==> src/rtl/rt_cross_clk_de_rx_arb.sv <==
// Multi-channel toggle-handshake receiver: synchronises per-channel request toggles,
// buffers one word per channel and serialises round-robin. Optional check: RT_CROSS_CLK_DE_RX_PROTO_CHK_EN.
module rt_cross_clk_de_rx_arb #(
    parameter  int NCH         = 4,
    parameter  int DWIDTH      = 8,
    parameter  int SYNC_STAGES = 2,
    localparam int CHW         = (NCH > 1) ? $clog2(NCH) : 1
) (
    input  logic                    rt_i_clk,
    input  logic                    rt_i_rst_n,
    input  logic [NCH-1:0]          rt_i_tog_async,
    input  logic [NCH*DWIDTH-1:0]   rt_i_din_async,
    output logic [NCH-1:0]          rt_o_ack_tog,
    output logic                    rt_o_valid,
    input  logic                    rt_i_ready,
    output logic [DWIDTH-1:0]       rt_o_data,
    output logic [CHW-1:0]          rt_o_ch,
    output logic [NCH-1:0]          rt_o_pend,
    output logic                    rt_o_err_proto
);

    logic [NCH-1:0][SYNC_STAGES-1:0] sync_q;
    logic [NCH-1:0]                  hist_q;
    logic [NCH-1:0]                  evt;
    logic [NCH-1:0][DWIDTH-1:0]      slot_q, slot_d;
    logic [NCH-1:0]                  pend_q, pend_d;
    logic [NCH-1:0]                  ack_q, ack_d;
    logic                            valid_q, valid_d;
    logic [DWIDTH-1:0]               data_q, data_d;
    logic [CHW-1:0]                  ch_q, ch_d;
    logic [CHW-1:0]                  rr_q, rr_d;
    logic                            hs;
    logic                            found;
    logic [CHW-1:0]                  sel;
    logic [CHW-1:0]                  cand;
`ifdef RT_CROSS_CLK_DE_RX_PROTO_CHK_EN
    logic                            err_q, err_d;
`endif

    always_comb begin
        for (int unsigned c = 0; c < NCH; c++) begin
            evt[c] = sync_q[c][SYNC_STAGES-1] ^ hist_q[c];
        end
    end

    assign hs = valid_q & rt_i_ready;

    // First pending channel after the last grant, wrapping at NCH-1.
    always_comb begin
        found = 1'b0;
        sel   = '0;
        cand  = '0;
        for (int unsigned i = 1; i <= NCH; i++) begin
            cand = CHW'((32'(rr_q) + i) % NCH);
            if (!found && pend_q[cand]) begin
                found = 1'b1;
                sel   = cand;
            end
        end
    end

    always_comb begin
        slot_d  = slot_q;
        pend_d  = pend_q;
        ack_d   = ack_q;
        valid_d = valid_q;
        data_d  = data_q;
        ch_d    = ch_q;
        rr_d    = rr_q;
`ifdef RT_CROSS_CLK_DE_RX_PROTO_CHK_EN
        err_d   = err_q;
`endif

        if (!valid_q || hs) begin
            if (found) begin
                valid_d      = 1'b1;
                data_d       = slot_q[sel];
                ch_d         = sel;
                pend_d[sel]  = 1'b0;
                rr_d         = sel;
            end else begin
                valid_d      = 1'b0;
            end
        end

        if (hs) begin
            ack_d[ch_q] = ~ack_q[ch_q];
        end

        // Events are applied after selection so a same-cycle event re-arms the slot.
        for (int unsigned c = 0; c < NCH; c++) begin
            if (evt[c]) begin
`ifdef RT_CROSS_CLK_DE_RX_PROTO_CHK_EN
                if (pend_q[c] || (valid_q && (ch_q == CHW'(c)))) begin
                    err_d = 1'b1;
                end else begin
                    slot_d[c] = rt_i_din_async[c*DWIDTH +: DWIDTH];
                    pend_d[c] = 1'b1;
                end
`else
                slot_d[c] = rt_i_din_async[c*DWIDTH +: DWIDTH];
                pend_d[c] = 1'b1;
`endif
            end
        end
    end

    always_ff @(posedge rt_i_clk or negedge rt_i_rst_n) begin
        if (!rt_i_rst_n) begin
            sync_q  <= '0;
            hist_q  <= '0;
            slot_q  <= '0;
            pend_q  <= '0;
            ack_q   <= '0;
            valid_q <= 1'b0;
            data_q  <= '0;
            ch_q    <= '0;
            rr_q    <= CHW'(NCH - 1);
`ifdef RT_CROSS_CLK_DE_RX_PROTO_CHK_EN
            err_q   <= 1'b0;
`endif
        end else begin
            for (int unsigned c = 0; c < NCH; c++) begin
                sync_q[c] <= {sync_q[c][SYNC_STAGES-2:0], rt_i_tog_async[c]};
                hist_q[c] <= sync_q[c][SYNC_STAGES-1];
            end
            slot_q  <= slot_d;
            pend_q  <= pend_d;
            ack_q   <= ack_d;
            valid_q <= valid_d;
            data_q  <= data_d;
            ch_q    <= ch_d;
            rr_q    <= rr_d;
`ifdef RT_CROSS_CLK_DE_RX_PROTO_CHK_EN
            err_q   <= err_d;
`endif
        end
    end

    assign rt_o_ack_tog = ack_q;
    assign rt_o_valid   = valid_q;
    assign rt_o_data    = data_q;
    assign rt_o_ch      = ch_q;
    assign rt_o_pend    = pend_q;
`ifdef RT_CROSS_CLK_DE_RX_PROTO_CHK_EN
    assign rt_o_err_proto = err_q;
`else
    assign rt_o_err_proto = 1'b0;
`endif

endmodule

==> config.mk <==
export PLATFORM = sky130hd
export DESIGN_NAME = rt_cross_clk_de_rx_arb
export DESIGN_NICKNAME = d
export VERILOG_FILES = /design/src/rtl/rt_cross_clk_de_rx_arb.sv
export SDC_FILE = /design/constraint.sdc
export NUM_CORES = 1
export LEC_CHECK = 0
export BUFFER_PORTS_ARGS = -buffer_cell sky130_fd_sc_hd__buf_2
export CORE_UTILIZATION = 50
export DETAILED_ROUTE_END_ITERATION = 16
export GPL_ROUTABILITY_DRIVEN = 0
export PLACE_DENSITY_LB_ADDON = 0.12
export SYNTH_ARGS = -nofsm -noshare
export SYNTH_HDL_FRONTEND = slang
export SYNTH_SLANG_ARGS = --single-unit
==> constraint.sdc <==
create_clock -name rt_i_clk -period 3.4 [get_ports rt_i_clk]
set_clock_uncertainty 0.1 [all_clocks]
set_input_delay 1.02 -clock rt_i_clk [delete_from_list [all_inputs] [get_ports rt_i_clk]]
set_output_delay 1.02 -clock rt_i_clk [all_outputs]
set_load 0.1 [all_outputs]
==> metrics.md <==
| Metric | Value |
|---|---|
| Worst path slowest cell | dfrtp_1 |
| EDFF count, synth | 0 |
| DP HPWL | 3.78 mm |
| Fin crit share | 70.9% |
| Post-synth ARST share | 100% |
| Worst Slack Setup Final | 0.989 ns |
| Critical Path Source Type | flop |
| Logic pwr share | 49.9% |
| Critical path class | reg -> out |
| Sequential share of the synthesized area | 59.1% |
| Worst Reg-to-Reg Cells | 5 |
| RSZ-0062 raised after global routing | false |
| Die footprint | 5820 um2 |
| Peak VDD IR | 0.627 mV |
| Worst Path Required | 2.28 ns |
| CTS tree | built |
| Initial Util | 53.0% |
| Cts hold-fix bufs | 0 |
| Max-cap violations | 0 |
| Drt total wl | 5.11 mm |
| Hold Startpoint | sync_q[0]$_DFF_PN0_ |
| DRC | 0 |
| Crit path DAT | 1.29 ns |
| Vias in the first global route | 1770 |
| Maximum clock insertion buffer count | 2 |
| Setup Fix Bufs, Post-CTS | 0 |
| Antenna-violating nets left | 0 |
| Finished Layout Cells | 344 |
| Cell family with most CP delay | flip-flops |
| Synth-to-layout area growth | 20.5% |
| N_diodes | 0 |
| Clock-pin transition on the worst setup and hold timing paths | 0.07 ns |
| CTS root buffer | clkbuf_8 |
| Net switching power | 1.71 mW |
| Yosys reg bits | 65 |
| Syn_nets | 243 |
| Critical path buffers and inverters | 1 |
| Filler cell count | 411 |
| Clock sink total | 65 |
| Yosys top cell area share | 57.2% |
| Synth Flop Type | dfrtp_1 |
| Design area | 3320 um2 |
| Flop2flop setup slack | 1.26 ns |
| Cell Rows | 26 |
| Final Max Tran Viols | 0 |
| First-pass GRT wire length | 8.58 mm |
| H-Tree Depth | 3 |
| Switching share of total power | 48.8% |
| Synth top area cells | dfrtp_1 (57%), mux2_2 (13%), a211oi_2 (7.3%) |
| Final Core Density | 63.8% |
| Synthesized area | 2760 um2 |
| R2r endpoint | rt_o_data[6]$_DFFE_PN0P_ |
| Largest net degree at the start of global routing | 28 |
| Synth area leader | dfrtp_1 |
| Total negative slack | 0 ns |
| Static Leak | 1.49 nW |
| Nature of the critical path endpoint | primary output |
| Number of nets in the finished design | 309 |
| Total Power | 3.51 mW |
| Hold depth | 0 |
| Worst-skew pair later-pin latency | 0.34 ns |
| Initial antenna violation count | 0 |
| Final Hold Fails | 0 |
| Core area | 5200 um2 |
| Vias per cell | 5.17 |
| First-pass DRT Iterations | 4 |
| Worst-Margin Slew | 0.998 ns |
| Ys Warns | 0 |
| Fmax | 0.415 GHz |
| Post-Place Worst Slack | 0.882 ns |
| DR vias | 1779 |
| Reg-to-reg startpoint | rt_o_pend[1]$_DFFE_PN0P_ |
| Critical path's largest stage delay | 0.48 ns |
| Hold Path End | sync_q[1]$_DFF_PN0_ |
| Clock power frac | 18.2% |
| Crit-path max FO | 9 |
| TritonCTS Buffers | 9 |
| Dpl cells | 329 |
| Synth cell types | 35 |
| Worst-path cell chain | buf_2 |
| Hold WC Path Type | reg -> reg |
| Commonest cells post-synth | dfrtp_1 (63), mux2_2 (32), a211oi_2 (16) |
| Seq pwr share | 31.9% |
| Layout cells sized above 1 | 48.9% |
| Buffers on Ports | 57 |
| Post-CTS Resized | 0 |
| Area after DPL | 3130 um2 |
| Initial drt markers | 49 |
| Syn_area_per_cell | 13.5 um2 |
| Die Wd | 76.3 um |
| Most frequent cell after synthesis | dfrtp_1 |
| Power per cell area | 1060 nW/um2 |
| GRT Util Overall | 19.5% |
| Die Ht | 76.3 um |
| WL per Instance | 14.8 um |
| Internal cell power | 1.80 mW |
| CP Launch Point | rt_o_pend[1]$_DFFE_PN0P_ |
| Total grt overflow | 0 |
| Top-Level Pins | 59 |
| Endpoints failing setup | 0 |
| Final Critical Period | 2.41 ns |
| Outcome | finished, final reports clean |
| Relative slew slack | 33.2% |
| Post-synthesis cell count | 204 |
| Hold WS | 0.246 ns |
[power by group through the flow]
stage	Combinational, mW	Clock, mW	Sequential, mW
2_1_floorplan	0.740	0	1.86
3_3_place_gp	1.75	0	1.13
3_5_place_dp	1.76	0	1.13
4_1_cts	1.76	0.662	1.12
5_1_grt	1.85	0.693	1.15
6_report	1.75	0.639	1.12
[state kept, by name (all words and copies together), names as in the netlist]
register / flops
rt_o_data: 8
rt_o_ch: 2
rt_o_pend: 4
rt_o_valid: 1
rt_o_ack_tog: 4
hist_q: 4
slot_q: 32
sync_q: 8
rr_q: 2
[cells in the final DEF (no fill, tap or decap)]
cell type   n
a211oi_2   16
a21bo_2     1
a21o_1      2
a21o_2      1
a21oi_1     1
a21oi_2     3
buf_2      57
buf_4       4
bufinv_16   1
clkbuf_1    1
clkbuf_8   11
clkinv_2    2
conb_1      1
dfrtp_1    63
dfstp_2     2
inv_1       4
mux2_2     32
mux2i_1     9
nand2_1    11
nand2b_1    3
nand3_1     1
nand3b_1    1
nand4_1     2
nor2_1     13
nor3_1      9
nor3_4      1
nor3b_1     1
nor3b_2     1
nor4_1      1
o21ai_0     4
o21ai_1     1
o21ai_2     1
o22ai_1     1
or2b_1      1
or3_1       2
or3b_2      1
xnor2_1     3
xor2_1      5
[worst max path at each step]
stage,slack [ns],to,cells past startpoint
floorplan,1.01,rt_o_data[0]$_DFFE_PN0P_,6
global placement,0.94,rt_o_data[3]$_DFFE_PN0P_,6
detailed placement,0.88,rt_o_data[5]$_DFFE_PN0P_,6
CTS,0.97,rt_o_pend[1],1
global route,0.94,rt_o_pend[1],1
finish,0.99,rt_o_pend[1],1
[cell type report]
class	instances	area [um2]	share of cell area (%)
Clock buffer	12	155	4.67
Clock inverter	3	40.0	1.21
Inverter	4	15.0	0.452
Multi-Input combinational cell	129	1080	32.5
Sequential cell	65	1630	49.0
Tap cell	70	87.6	2.64
Timing Repair Buffer	61	315	9.49
[logic make-up (layout without fill, tap and decap cells)]
group           count (synthesis)  after routing  synth area share (%)
compound gates                 31             31                  11.1
xor+xnor                        8              8                  2.54
buf+inv                        10             80                  1.95
flops                          65             65                  59.1
mux                            41             41                  16.3
other cells                     1              1                 0.136
simple gates                   48             48                  8.89
[routing by layer]
layer	routed length, um	up-vias	GRT usage (%)
met5	0	-	0
li1	-	862	-
met3	244	12	5.75
met2	2380	53	30.2
met1	2380	852	25.5
met4	97	0	8.65
Note: power is estimated with default switching activity, not from simulation.
